File: config.mk
export PLATFORM = sky130hd
export DESIGN_NAME = uart_tx_ctrl
export DESIGN_NICKNAME = d
export VERILOG_FILES = /design/src/rtl/uart_tx_ctrl.sv
export SDC_FILE = /design/constraint.sdc
export NUM_CORES = 1
export LEC_CHECK = 0
export BUFFER_PORTS_ARGS = -buffer_cell sky130_fd_sc_hd__buf_2
export CORE_MARGIN = 2
export CORE_UTILIZATION = 25
export DETAILED_ROUTE_END_ITERATION = 12
export HOLD_SLACK_MARGIN = 0.06
export PLACE_DENSITY_LB_ADDON = 0.2
export SLEW_MARGIN = 20
export SYNTH_ARGS = -nofsm -noshare
export SYNTH_HDL_FRONTEND = slang
export SYNTH_SLANG_ARGS = --single-unit
File: constraint.sdc
create_clock -name clk_i -period 3.78 [get_ports clk_i]
set_input_delay 0.756 -clock clk_i [delete_from_list [all_inputs] [get_ports clk_i]]
set_output_delay 0.756 -clock clk_i [all_outputs]
set_load 0.01 [all_outputs]
File: src/rtl/uart_tx_ctrl.sv
// UART transmit sequencer: frames one byte per handshake and paces each bit off the baud generator.
// Optional parity bit is enabled by defining UART_TX_PARITY_EN (adds cfg_parity_odd_i).
module uart_tx_ctrl #(
   parameter int unsigned DATA_BITS = 8
) (
   input  logic                 clk_i,
   input  logic                 rstn_i,
   input  logic                 tx_valid_i,
   input  logic [DATA_BITS-1:0] tx_data_i,
   output logic                 tx_ready_o,
   input  logic                 cfg_stop2_i,
`ifdef UART_TX_PARITY_EN
   input  logic                 cfg_parity_odd_i,
`endif
   output logic                 baud_en_o,
   input  logic                 bit_done_i,
   output logic                 tx_o,
   output logic                 busy_o,
   output logic                 tx_done_o
);

   localparam int unsigned CNT_W = (DATA_BITS > 1) ? $clog2(DATA_BITS) : 1;

   typedef enum logic [2:0] {
      IDLE,
      START,
      DATA,
`ifdef UART_TX_PARITY_EN
      PARITY,
`endif
      STOP1,
      STOP2
   } state_e;

   state_e               state_q, state_d;
   logic [DATA_BITS-1:0] shift_q, shift_d;
   logic [CNT_W-1:0]     cnt_q, cnt_d;
   logic                 stop2_q, stop2_d;
`ifdef UART_TX_PARITY_EN
   logic                 par_q, par_d;
`endif
   logic                 tx_q, tx_d;
   logic                 ready_q, ready_d;
   logic                 busy_q, busy_d;
   logic                 done_q, done_d;

   logic                 accept_c;
   logic                 last_bit_c;

   assign accept_c   = tx_valid_i & ready_q;
   assign last_bit_c = (state_q == STOP2) | ((state_q == STOP1) & ~stop2_q);

   // Generator runs from the accept cycle and is dropped on the final bit_done so its counter restarts at 0
   assign baud_en_o  = accept_c | ((state_q != IDLE) & ~(last_bit_c & bit_done_i));

   assign tx_o       = tx_q;
   assign tx_ready_o = ready_q;
   assign busy_o     = busy_q;
   assign tx_done_o  = done_q;

   always_ff @(posedge clk_i or negedge rstn_i) begin
      if (!rstn_i) begin
         state_q <= IDLE;
         shift_q <= '0;
         cnt_q   <= '0;
         stop2_q <= 1'b0;
`ifdef UART_TX_PARITY_EN
         par_q   <= 1'b0;
`endif
         tx_q    <= 1'b1;
         ready_q <= 1'b0;
         busy_q  <= 1'b0;
         done_q  <= 1'b0;
      end else begin
         state_q <= state_d;
         shift_q <= shift_d;
         cnt_q   <= cnt_d;
         stop2_q <= stop2_d;
`ifdef UART_TX_PARITY_EN
         par_q   <= par_d;
`endif
         tx_q    <= tx_d;
         ready_q <= ready_d;
         busy_q  <= busy_d;
         done_q  <= done_d;
      end
   end

   always_comb begin
      state_d = state_q;
      shift_d = shift_q;
      cnt_d   = cnt_q;
      stop2_d = stop2_q;
`ifdef UART_TX_PARITY_EN
      par_d   = par_q;
`endif
      tx_d    = tx_q;
      ready_d = ready_q;
      busy_d  = busy_q;
      done_d  = 1'b0;

      case (state_q)
         IDLE: begin
            tx_d    = 1'b1;
            ready_d = 1'b1;
            busy_d  = 1'b0;
            if (accept_c) begin
               shift_d = tx_data_i;
               stop2_d = cfg_stop2_i;
`ifdef UART_TX_PARITY_EN
               par_d   = (^tx_data_i) ^ cfg_parity_odd_i;
`endif
               tx_d    = 1'b0;
               ready_d = 1'b0;
               busy_d  = 1'b1;
               state_d = START;
            end
         end
         START: begin
            if (bit_done_i) begin
               tx_d    = shift_q[0];
               shift_d = shift_q >> 1;
               cnt_d   = '0;
               state_d = DATA;
            end
         end
         DATA: begin
            if (bit_done_i) begin
               if (cnt_q == CNT_W'(DATA_BITS - 1)) begin
`ifdef UART_TX_PARITY_EN
                  tx_d    = par_q;
                  state_d = PARITY;
`else
                  tx_d    = 1'b1;
                  state_d = STOP1;
`endif
               end else begin
                  tx_d    = shift_q[0];
                  shift_d = shift_q >> 1;
                  cnt_d   = cnt_q + CNT_W'(1);
               end
            end
         end
`ifdef UART_TX_PARITY_EN
         PARITY: begin
            if (bit_done_i) begin
               tx_d    = 1'b1;
               state_d = STOP1;
            end
         end
`endif
         STOP1: begin
            if (bit_done_i) begin
               tx_d = 1'b1;
               if (stop2_q) begin
                  state_d = STOP2;
               end else begin
                  state_d = IDLE;
                  ready_d = 1'b1;
                  busy_d  = 1'b0;
                  done_d  = 1'b1;
               end
            end
         end
         STOP2: begin
            if (bit_done_i) begin
               tx_d    = 1'b1;
               state_d = IDLE;
               ready_d = 1'b1;
               busy_d  = 1'b0;
               done_d  = 1'b1;
            end
         end
         default: begin
            state_d = IDLE;
            tx_d    = 1'b1;
         end
      endcase
   end

endmodule

==> Implementation_results.wiki, run 1 <==
{| class="wikitable"
! Metric !! Value
|-
| Worst setup margin || 1.30 ns
|-
| Number of endpoints failing setup at the final stage || 0
|-
| Most frequent standard cell in the layout excluding fill and tap cells || dfrtp_1
|-
| Slew Viols, Final || 0
|-
| Minimum period implied by the final worst setup slack || 2.48 ns
|-
| Internal reg-to-reg setup slack || 1.88 ns
|-
| Overall power consumption || 1.01 mW
|-
| Placeable core region || 0.00426 mm^2
|-
| Number of DRC markers in iteration 0 || 42
|-
| Post-route clock skew || 0.00238 ns
|-
| Met2 Resource Use GR || 13.7%
|-
| Synthesis Warnings || 0
|-
| Final std cells w/o fill || 168
|-
| Reg-to-reg endpoint || shift_q[7]
|-
| Dpl cells || 164
|-
| Via count of the routed design || 760
|-
| Placed cell area || 0.00120 mm^2
|-
| Initial core utilization || 25.6%
|-
| Worst hold slack || 0.432 ns
|-
| Worst setup path category || flop to output pin
|-
| Post-Layout Inst Area || 0.00124 mm^2
|-
| Floorplan row count || 24
|-
| Worst slack after detailed placement || 1.37 ns
|-
| Largest fanout on the critical path || 16
|-
| Total wire length || 1960 um
|-
| Max-slew headroom at the worst pin || 60.5%
|-
| Wire per inst || 11.6 um
|-
| Period utilization || 65.7%
|-
| Worst reg2reg startpoint || cnt_q[0]
|-
| Synth Area per Inst || 10.8 um^2
|-
| Clk slew on worst S/H paths || 0.07 ns
|-
| Power Density || 811 mW/mm^2
|-
| Worst reg2reg path depth || 6
|-
| Share of the yosys chip area belonging to registers || 43.7%
|-
| Slew at the pin with the worst max-slew slack || 0.593 ns
|-
| Count of state elements after synthesis || 19
|-
| Area of the multi-input gates || 564 um^2
|-
| CTS Root Cell || clkbuf_8
|-
| Setup repair bufs after CTS || 0
|-
| Type of the tightest min-delay check || input pin to asynchronous set/reset pin
|-
| Final net count || 132
|-
| Met1 track demand over resource || 11.6%
|-
| Vias per std cell || 4.52
|-
| Maximum number of pins on one net before global-route repair || 20
|-
| Growth of design area from synthesis to finish || 14.1%
|-
| Antenna viol nets, final || 0
|-
| # fillers || 460
|-
| Max-capacitance violation count || 0
|-
| Crit end category || output pin
|-
| Die Width || 70.1 um
|-
| Outcome || finished, final reports clean
|-
| Die area || 0.00491 mm^2
|-
| Vertical extent of the die || 70.1 um
|-
| Utilization after layout || 29.2%
|-
| H-tree depth || 1
|-
| Global placement routability congestion || 0.708
|-
| Req. time, crit path || 3.02 ns
|-
| Global route overflow || 0
|-
| Longest Clk Path Bufs || 2
|-
| Via count of the first global-routing pass || 753
|-
| Number of DRC violations after detailed routing || 0
|-
| CTS hold repair buffers || 0
|-
| First-pass GRT wire length || 3510 um
|-
| Element type at the critical path start || flop
|-
| Gate Count Post-Synth || 101
|-
| Total nets after synthesis || 116
|-
| Setup TNS || 0 ns
|-
| Cts repair resizes || 0
|-
| Clock sink count || 19
|-
| Number of I/O port buffers || 17
|-
| Flip-flop and latch area || 477 um^2
|-
| Global-route usage over all layers || 8.95%
|-
| Insertion delay to the later sink of the worst-skew pair || 0.26 ns
|-
| Detailed-placement wirelength estimate || 1410 um
|-
| # IOs || 18
|-
| RSZ-0062 raised after global routing || no
|-
| GRT busiest layer || met2
|-
| Final Hold Violating Endpoints || 0
|-
| Antenna violations before repair || 0
|-
| Critical path data arrival time || 1.73 ns
|-
| CTS tree || built
|-
| Ratio of cells with drive above 1 in the final layout || 34.5%
|-
| Leakage power of the design || 0.536 nW
|-
| Total clock buffers created by CTS || 3
|-
| Cell area after technology mapping || 0.00109 mm^2
|-
| Pre-Repair DR Iteration Count || 6
|-
| Share of the synthesized area in the top cell type || 41.3%
|-
| Highest attainable clock frequency || 0.403 GHz
|-
| Most frequent cells in the layout || dfrtp_1, buf_2, nor2_1
|-
| Source of the critical timing path || state_q[2]
|-
| Grt met3 use || 4.18%
|-
| Biggest area contributors in the synthesized netlist || dfrtp_1, mux2i_1, a21oi_2, nor2_1, mux2_2
|-
| N_diodes || 0
|-
| Cell taking the most area after synthesis || dfrtp_1
|-
| Max rail drop VDD || 293 uV
|-
| Number of distinct library cells after synthesis || 32
|}
worst max path at each step:
stage / end / slack (ns) / cells after the start
floorplan: baud_en_o / 1.58 / 4
global placement: baud_en_o / 1.41 / 5
detailed placement: baud_en_o / 1.37 / 5
CTS: baud_en_o / 1.28 / 4
global route: baud_en_o / 1.15 / 4
finish: baud_en_o / 1.30 / 4
logic make-up (layout without fill, tap and decap cells):
kind of cell / count (synthesis) / in the layout / synth area share (%)
xor gates and xnor gates: 1 / 1 / 0.803
adders and majority gates: 2 / 2 / 2.29
buffers and inverters: 8 / 23 / 4.59
and+or+nand+nor: 40 / 40 / 22.2
AOI/OAI and AO/OA: 20 / 20 / 15.8
DFF: 19 / 19 / 43.7
muxes: 11 / 11 / 10.6
critical path, stage by stage (launching register included):
cell and delay, ns:
dfrtp_1 0.59, nand2b_1 0.25, o32ai_1 0.37, nand2_1 0.10, buf_2 0.15
flip-flops by register name (all words and copies together), names as in the netlist:
register and flops:
shift_q 8, cnt_q 3, state_q 3, busy_o 1
stop2_q 1, tx_done_o 1, tx_o 1, tx_ready_o 1
synth_stat cells, drive strengths merged:
cell     count
a211oi       1
a21oi       10
a311oi       2
a31oi        1
buf          5
clkbuf       1
dfrtp       18
dfstp        1
ha           2
inv          2
mux2         4
mux2i        7
nand2        8
nand2b       3
nand3b       3
nand4bb      2
nor2        14
nor2b        4
nor3         3
nor3b        2
o21ai        3
o22ai        1
o2bb2ai      1
o32ai        1
or2          1
xnor2        1
where the power goes:
group,leakage [nW],switching [mW],internal (mW)
combinational,0.283,0.241,0.239
clock,0.0255,0.0714,0.0734
sequential,0.228,0.0924,0.293
routing by layer:
layer | share of wire [%] | vias to the layer above
met3 | 7.8 | 2
li1 | - | 381
met4 | 0.72 | 0
met5 | 0 | -
met2 | 45 | 21
met1 | 46 | 356
area by class of cell:
type                    count  area share, %
repair buffers             17           6.83
clock buffers               3           3.32
flip-flops and latches     19           38.3
clock inverters             1          0.402
inverters                   2          0.603
multi-input cells          74           45.3
well taps                  52           5.23
(Power assumes the default switching activity.)
==> run 2, diff against run 1 <==
Clock period 3.78 ns to 2 ns, I/O delays scaled along.
==> Implementation_results.wiki, run 2 (same netlist as run 1, synthesis figures left out) <==
{| class="wikitable"
! Metric !! Value
|-
| Outcome || finished, final reports clean
|-
| Standard cell with the maximum stage delay on the critical path || dfrtp_2
|-
| Post-route clock skew || 0.00280 ns (+0.000412 ns)
|-
| Detailed-placement wirelength estimate || 1520 um (+7.4%)
|-
| Worst path cell trace || buf_4 -> nor2b_1 -> o32ai_2 -> nand2_1 -> buf_2
|-
| Setup TNS || 0 ns (unchanged)
|-
| Maximum number of pins on one net before global-route repair || 20 (unchanged)
|-
| Total wire length || 2050 um (+4.9%)
|-
| Die Width || 70.1 um (unchanged)
|-
| Type of the tightest min-delay check || input pin to asynchronous set/reset pin
|-
| Final std cells w/o fill || 173 (+3.0%)
|-
| Longest Clk Path Bufs || 2 (unchanged)
|-
| Vias per std cell || 4.53 (about the same)
|-
| Initial core utilization || 25.6% (unchanged)
|-
| Critical path buffers and inverters || 2 (+1)
|-
| Ratio of cells with drive above 1 in the final layout || 38.0% (+3.5 points)
|-
| Final net count || 137 (+3.8%)
|-
| Slew at the pin with the worst max-slew slack || 0.455 ns (-0.138 ns)
|-
| Via count of the routed design || 783 (+3.0%)
|-
| Top flop regs || shift_q: 8 flops, cnt_q: 3 flops, state_q: 3 flops
|-
| Placeable core region || 0.00426 mm^2 (unchanged)
|-
| Req. time, crit path || 1.60 ns (-1.42 ns)
|-
| Via count of the first global-routing pass || 767 (+1.9%)
|-
| First-pass GRT wire length || 3590 um (+2.4%)
|-
| Die area || 0.00491 mm^2 (unchanged)
|-
| Largest fanout on the critical path || 7 (-9)
|-
| Wire per inst || 11.8 um (+1.8%)
|-
| Utilization after layout || 30.5% (+1.3 points)
|-
| # fillers || 468 (+1.7%)
|-
| Leakage power of the design || 0.564 nW (+5.2%)
|-
| Levels on crit path || 5 (+1)
|-
| Global placement routability congestion || 0.721 (+1.8%)
|-
| Register with the most flip-flops || shift_q
|-
| Number of DRC markers in iteration 0 || 21 (-50%)
|-
| Minimum period implied by the final worst setup slack || 1.84 ns
|-
| Global route overflow || 0 (unchanged)
|-
| Total clock buffers created by CTS || 3 (unchanged)
|-
| RSZ-0062 raised after global routing || no
|-
| Worst reg2reg path depth || 7 (+1)
|-
| Growth of design area from synthesis to finish || 19.4%
|-
| CTS hold repair buffers || 0 (unchanged)
|-
| Floorplan row count || 24 (unchanged)
|-
| Power Density || 1550 mW/mm^2 (+92%)
|-
| Max-slew headroom at the worst pin || 69.6% (+9.2 points)
|-
| Max rail drop VDD || 571 uV (+95%)
|-
| Max-capacitance violation count || 0 (unchanged)
|-
| Clock sink count || 19 (unchanged)
|-
| Slew Viols, Final || 0 (unchanged)
|-
| Internal reg-to-reg setup slack || 0.30 ns (-1.58 ns)
|-
| Critical path data arrival time || 1.44 ns (-0.29 ns)
|-
| Antenna violations before repair || 0 (unchanged)
|-
| Largest register FFs || 8 (unchanged)
|-
| Worst reg2reg startpoint || cnt_q[0]
|-
| Critical path's top delay family || flip-flops
|-
| Element type at the critical path start || flop
|-
| Period utilization || 92.1%
|-
| Highest attainable clock frequency || 0.543 GHz
|-
| Number of endpoints failing setup at the final stage || 0 (unchanged)
|-
| CTS Root Cell || clkbuf_8
|-
| Number of DRC violations after detailed routing || 0 (unchanged)
|-
| Insertion delay to the later sink of the worst-skew pair || 0.25 ns (about the same)
|-
| N_diodes || 0 (unchanged)
|-
| Antenna viol nets, final || 0 (unchanged)
|-
| Final Hold Violating Endpoints || 0 (unchanged)
|-
| Clk slew on worst S/H paths || 0.07 ns (about the same)
|-
| # IOs || 18 (unchanged)
|-
| Source of the critical timing path || state_q[2]
|-
| Crit end category || output pin
|-
| Vertical extent of the die || 70.1 um (unchanged)
|-
| Dpl cells || 169 (+3.0%)
|-
| Delay contributed by the slowest stage of the critical path || 0.46 ns (-0.13 ns)
|-
| CTS tree || built
|-
| Number of I/O port buffers || 17 (unchanged)
|-
| Reg-to-reg endpoint || shift_q[7]
|-
| Worst setup path end || baud_en_o
|-
| Global-route usage over all layers || 9.30% (+0.35 points)
|-
| Worst setup path category || flop to output pin
|-
| Most frequent cells in the layout || dfrtp_1, buf_2, nor2_1
|-
| Pre-Repair DR Iteration Count || 4 (-2)
|-
| H-tree depth || 1 (unchanged)
|}
## run 2: changes by cell type in the layout (fill, tap and decap cells not counted), sizes merged
cell,change
buf,+5
clkinv,-1
clkbuf,+1
## run 2: final cells by class
type | instances | area, um^2 | area share [%]
clock buffers | 4 | 45.0 | 3.46
inverters | 2 | 7.51 | 0.576
multi-input cells | 74 | 572 | 43.9
flip-flops and latches | 19 | 478 | 36.7
well taps | 52 | 65.1 | 5.00
repair buffers | 22 | 135 | 10.4
## run 2: worst register-to-register path: cells and delay by family, from the launching register on
family	cells	cell delay, ns
and+or+nand+nor	2	0.32
buffers and inverters	1	0.17
AOI/OAI and AO/OA	2	0.30
adders and majority gates	2	0.43
DFF	1	0.40
## run 2: per-stage QoR
step	cell area (um^2)	hold WS [ns]	setup WS, ns	total power [mW]
6_report	1300	0.0882	0.157	2.02
5_1_grt	1300	0.105	0.0642	2.21
4_1_cts	1290	0.0934	0.0714	2.05
3_5_place_dp	1250	0.377	0.312	1.77
3_3_place_gp	1250	0.379	0.290	1.76
2_1_floorplan	1090	0.104	0.367	1.53
## run 2: worst min path at each step
| stage | slack [ns] | endpoint | start |
|---|---|---|---|
| detailed placement | 0.38 | busy_o | rstn_i |
| global route | 0.10 | state_q[0] | rstn_i |
| finish | 0.09 | busy_o | rstn_i |
| CTS | 0.09 | state_q[0] | rstn_i |
| floorplan | 0.10 | busy_o | rstn_i |
| global placement | 0.38 | busy_o | rstn_i |
## run 2: routing by layer
| layer | up-vias | share of wire [%] | track usage [%] | routed length [um] |
|---|---|---|---|---|
| met2 | 23 | 44 | 14.5 | 911 |
| met4 | 0 | 0.68 | 1.92 | 14 |
| met3 | 2 | 6.9 | 4.04 | 142 |
| met1 | 366 | 48 | 12.0 | 981 |
| met5 | - | 0 | 0 | 0 |
| li1 | 392 | - | - | - |
## run 2: power by group
part,internal [mW],switching (mW),leakage (nW)
sequential,0.557,0.108,0.226
combinational,0.541,0.552,0.315
clock,0.141,0.125,0.0228
## run 2: what timing repair did
| item | 4_1_cts | 5_1_grt |
|---|---|---|
| setup buffers | 0 | 0 |
| setup endpoints to repair | 0 | 1 |
| resized for setup | 0 | 2 |
==> run 3, diff against run 2 <==
Settings changed: MAX_ROUTING_LAYER set to met4.
==> Implementation_results.wiki, run 3 (same netlist as run 1, synthesis figures left out) <==
{| class="wikitable"
! Metric !! Value
|-
| Period utilization || 92.1% (about the same)
|-
| Final Hold Violating Endpoints || 0 (unchanged)
|-
| Placeable core region || 0.00426 mm^2 (unchanged)
|-
| Global-route usage over all layers || 9.56% (+0.26 points)
|-
| Detailed-placement wirelength estimate || 1520 um (unchanged)
|-
| Max-slew headroom at the worst pin || 69.3% (-0.34 points)
|-
| Die area || 0.00491 mm^2 (unchanged)
|-
| RSZ-0062 raised after global routing || no
|-
| Pre-Repair DR Iteration Count || 4 (unchanged)
|-
| Crit end category || output pin
|-
| Type of the tightest min-delay check || input pin to asynchronous set/reset pin
|-
| N_diodes || 0 (unchanged)
|-
| Vertical extent of the die || 70.1 um (unchanged)
|-
| Clk slew on worst S/H paths || 0.07 ns (about the same)
|-
| Top flop regs || shift_q: 8 flops, cnt_q: 3 flops, state_q: 3 flops
|-
| Most frequent cells in the layout || dfrtp_1, buf_2, nor2_1
|-
| Power Density || 1550 mW/mm^2 (about the same)
|-
| Largest register FFs || 8 (unchanged)
|-
| CTS Root Cell || clkbuf_8
|-
| Number of DRC violations after detailed routing || 0 (unchanged)
|-
| Reg-to-reg endpoint || shift_q[7]
|-
| CTS tree || built
|-
| Die Width || 70.1 um (unchanged)
|-
| Total clock buffers created by CTS || 3 (unchanged)
|-
| Leakage power of the design || 0.564 nW (unchanged)
|-
| Element type at the critical path start || flop
|-
| Worst setup path category || flop to output pin
|-
| Floorplan row count || 24 (unchanged)
|-
| Ratio of cells with drive above 1 in the final layout || 38.0% (unchanged)
|-
| Worst reg2reg path depth || 7 (unchanged)
|-
| Largest fanout on the critical path || 7 (unchanged)
|-
| Number of endpoints failing setup at the final stage || 0 (unchanged)
|-
| First-pass GRT wire length || 3600 um (+0.36%)
|-
| Total wire length || 2050 um (about the same)
|-
| Req. time, crit path || 1.60 ns (about the same)
|-
| Outcome || finished, final reports clean
|-
| Number of DRC markers in iteration 0 || 15 (-29%)
|-
| Worst path cell trace || buf_4 -> nor2b_1 -> o32ai_2 -> nand2_1 -> buf_2
|-
| # IOs || 18 (unchanged)
|-
| Growth of design area from synthesis to finish || 19.4% (unchanged)
|-
| Wire per inst || 11.9 um (about the same)
|-
| Setup repair bufs after CTS || 0 (unchanged)
|-
| Longest Clk Path Bufs || 2 (unchanged)
|-
| Global placement routability congestion || 0.729 (+1.2%)
|-
| Maximum number of pins on one net before global-route repair || 20 (unchanged)
|-
| Slew at the pin with the worst max-slew slack || 0.461 ns (+0.00517 ns)
|-
| Standard cell with the maximum stage delay on the critical path || dfrtp_2
|-
| Antenna viol nets, final || 0 (unchanged)
|-
| Highest attainable clock frequency || 0.543 GHz (about the same)
|-
| Initial core utilization || 25.6% (unchanged)
|-
| Final net count || 137 (unchanged)
|-
| Antenna violations before repair || 0 (unchanged)
|-
| Slew Viols, Final || 0 (unchanged)
|-
| Max rail drop VDD || 571 uV (about the same)
|-
| Via count of the routed design || 783 (unchanged)
|-
| Vias per std cell || 4.53 (unchanged)
|-
| Source of the critical timing path || state_q[2]
|-
| Setup TNS || 0 ns (unchanged)
|-
| Via count of the first global-routing pass || 769 (+0.26%)
|-
| Global route overflow || 0 (unchanged)
|-
| Delay contributed by the slowest stage of the critical path || 0.46 ns (about the same)
|-
| H-tree depth || 1 (unchanged)
|-
| Minimum period implied by the final worst setup slack || 1.84 ns (-0.00154 ns)
|-
| Register with the most flip-flops || shift_q
|-
| Internal reg-to-reg setup slack || 0.30 ns (about the same)
|-
| Insertion delay to the later sink of the worst-skew pair || 0.25 ns (about the same)
|-
| Post-route clock skew || 0.00279 ns (-0.00000134 ns)
|-
| Worst reg2reg startpoint || cnt_q[0]
|-
| Utilization after layout || 30.5% (unchanged)
|-
| Critical path data arrival time || 1.44 ns (about the same)
|-
| Number of I/O port buffers || 17 (unchanged)
|-
| Clock sink count || 19 (unchanged)
|-
| Max-capacitance violation count || 0 (unchanged)
|}
==> run 3: cell counts in the layout (fill, tap and decap cells not counted) <==
No cell type changed its count.
==> run 3: layer usage <==
| metal | up-vias | wire length (um) | track usage, % |
|---|---|---|---|
| met3 | 2 | 142 | 4.04 |
| met2 | 23 | 912 | 14.5 |
| li1 | 392 | - | - |
| met5 | - | 0 | - |
| met4 | 0 | 14 | 1.92 |
| met1 | 366 | 980 | 12.0 |
==> run 3: area by class of cell <==
class | instances | area, um^2
clock buffers | 4 | 45.0
fillers | 468 | 2960
inverters | 2 | 7.51
multi-input cells | 74 | 572
flip-flops and latches | 19 | 478
well taps | 52 | 65.1
repair buffers | 22 | 135
==> run 3: worst max path at each step <==
| stage | endpoint | cells past startpoint |
|---|---|---|
| 6_report | baud_en_o | 5 |
| 5_1_grt | baud_en_o | 5 |
| 4_1_cts | baud_en_o | 5 |
| 3_5_place_dp | shift_q[7] | 7 |
| 3_3_place_gp | shift_q[7] | 7 |
| 2_1_floorplan | shift_q[2] | 7 |
==> run 3: what timing repair did <==
item / 4_1_cts / 5_1_grt
hold buffers: 0 / 0
resized for setup: 0 / 2
endpoints found under the setup margin: 0 / 1
==> run 3: where the power goes <==
group          switching [mW]  internal [mW]  total (mW)
Clock                   0.125          0.141       0.267
Combinational           0.552          0.541        1.09
Sequential              0.108          0.557       0.664
==> run 3: per-stage QoR <==
stage	instances	worst slack, ns	area (um^2)	hold WS (ns)	power [mW]
floorplan	101	0.367	1090	0.104	1.53
global placement	169	0.290	1250	0.379	1.76
detailed placement	169	0.312	1250	0.377	1.77
CTS	173	0.0714	1290	0.0934	2.05
global route	173	0.0643	1300	0.105	2.21
finish	173	0.159	1300	0.0903	2.02
==> run 3: worst max-delay path, delay by kind of cell, from the launching register on <==
family	cells	cell delay (ns)
compound gates	1	0.18
buf+inv	2	0.32
flops	1	0.46
simple gates	2	0.24
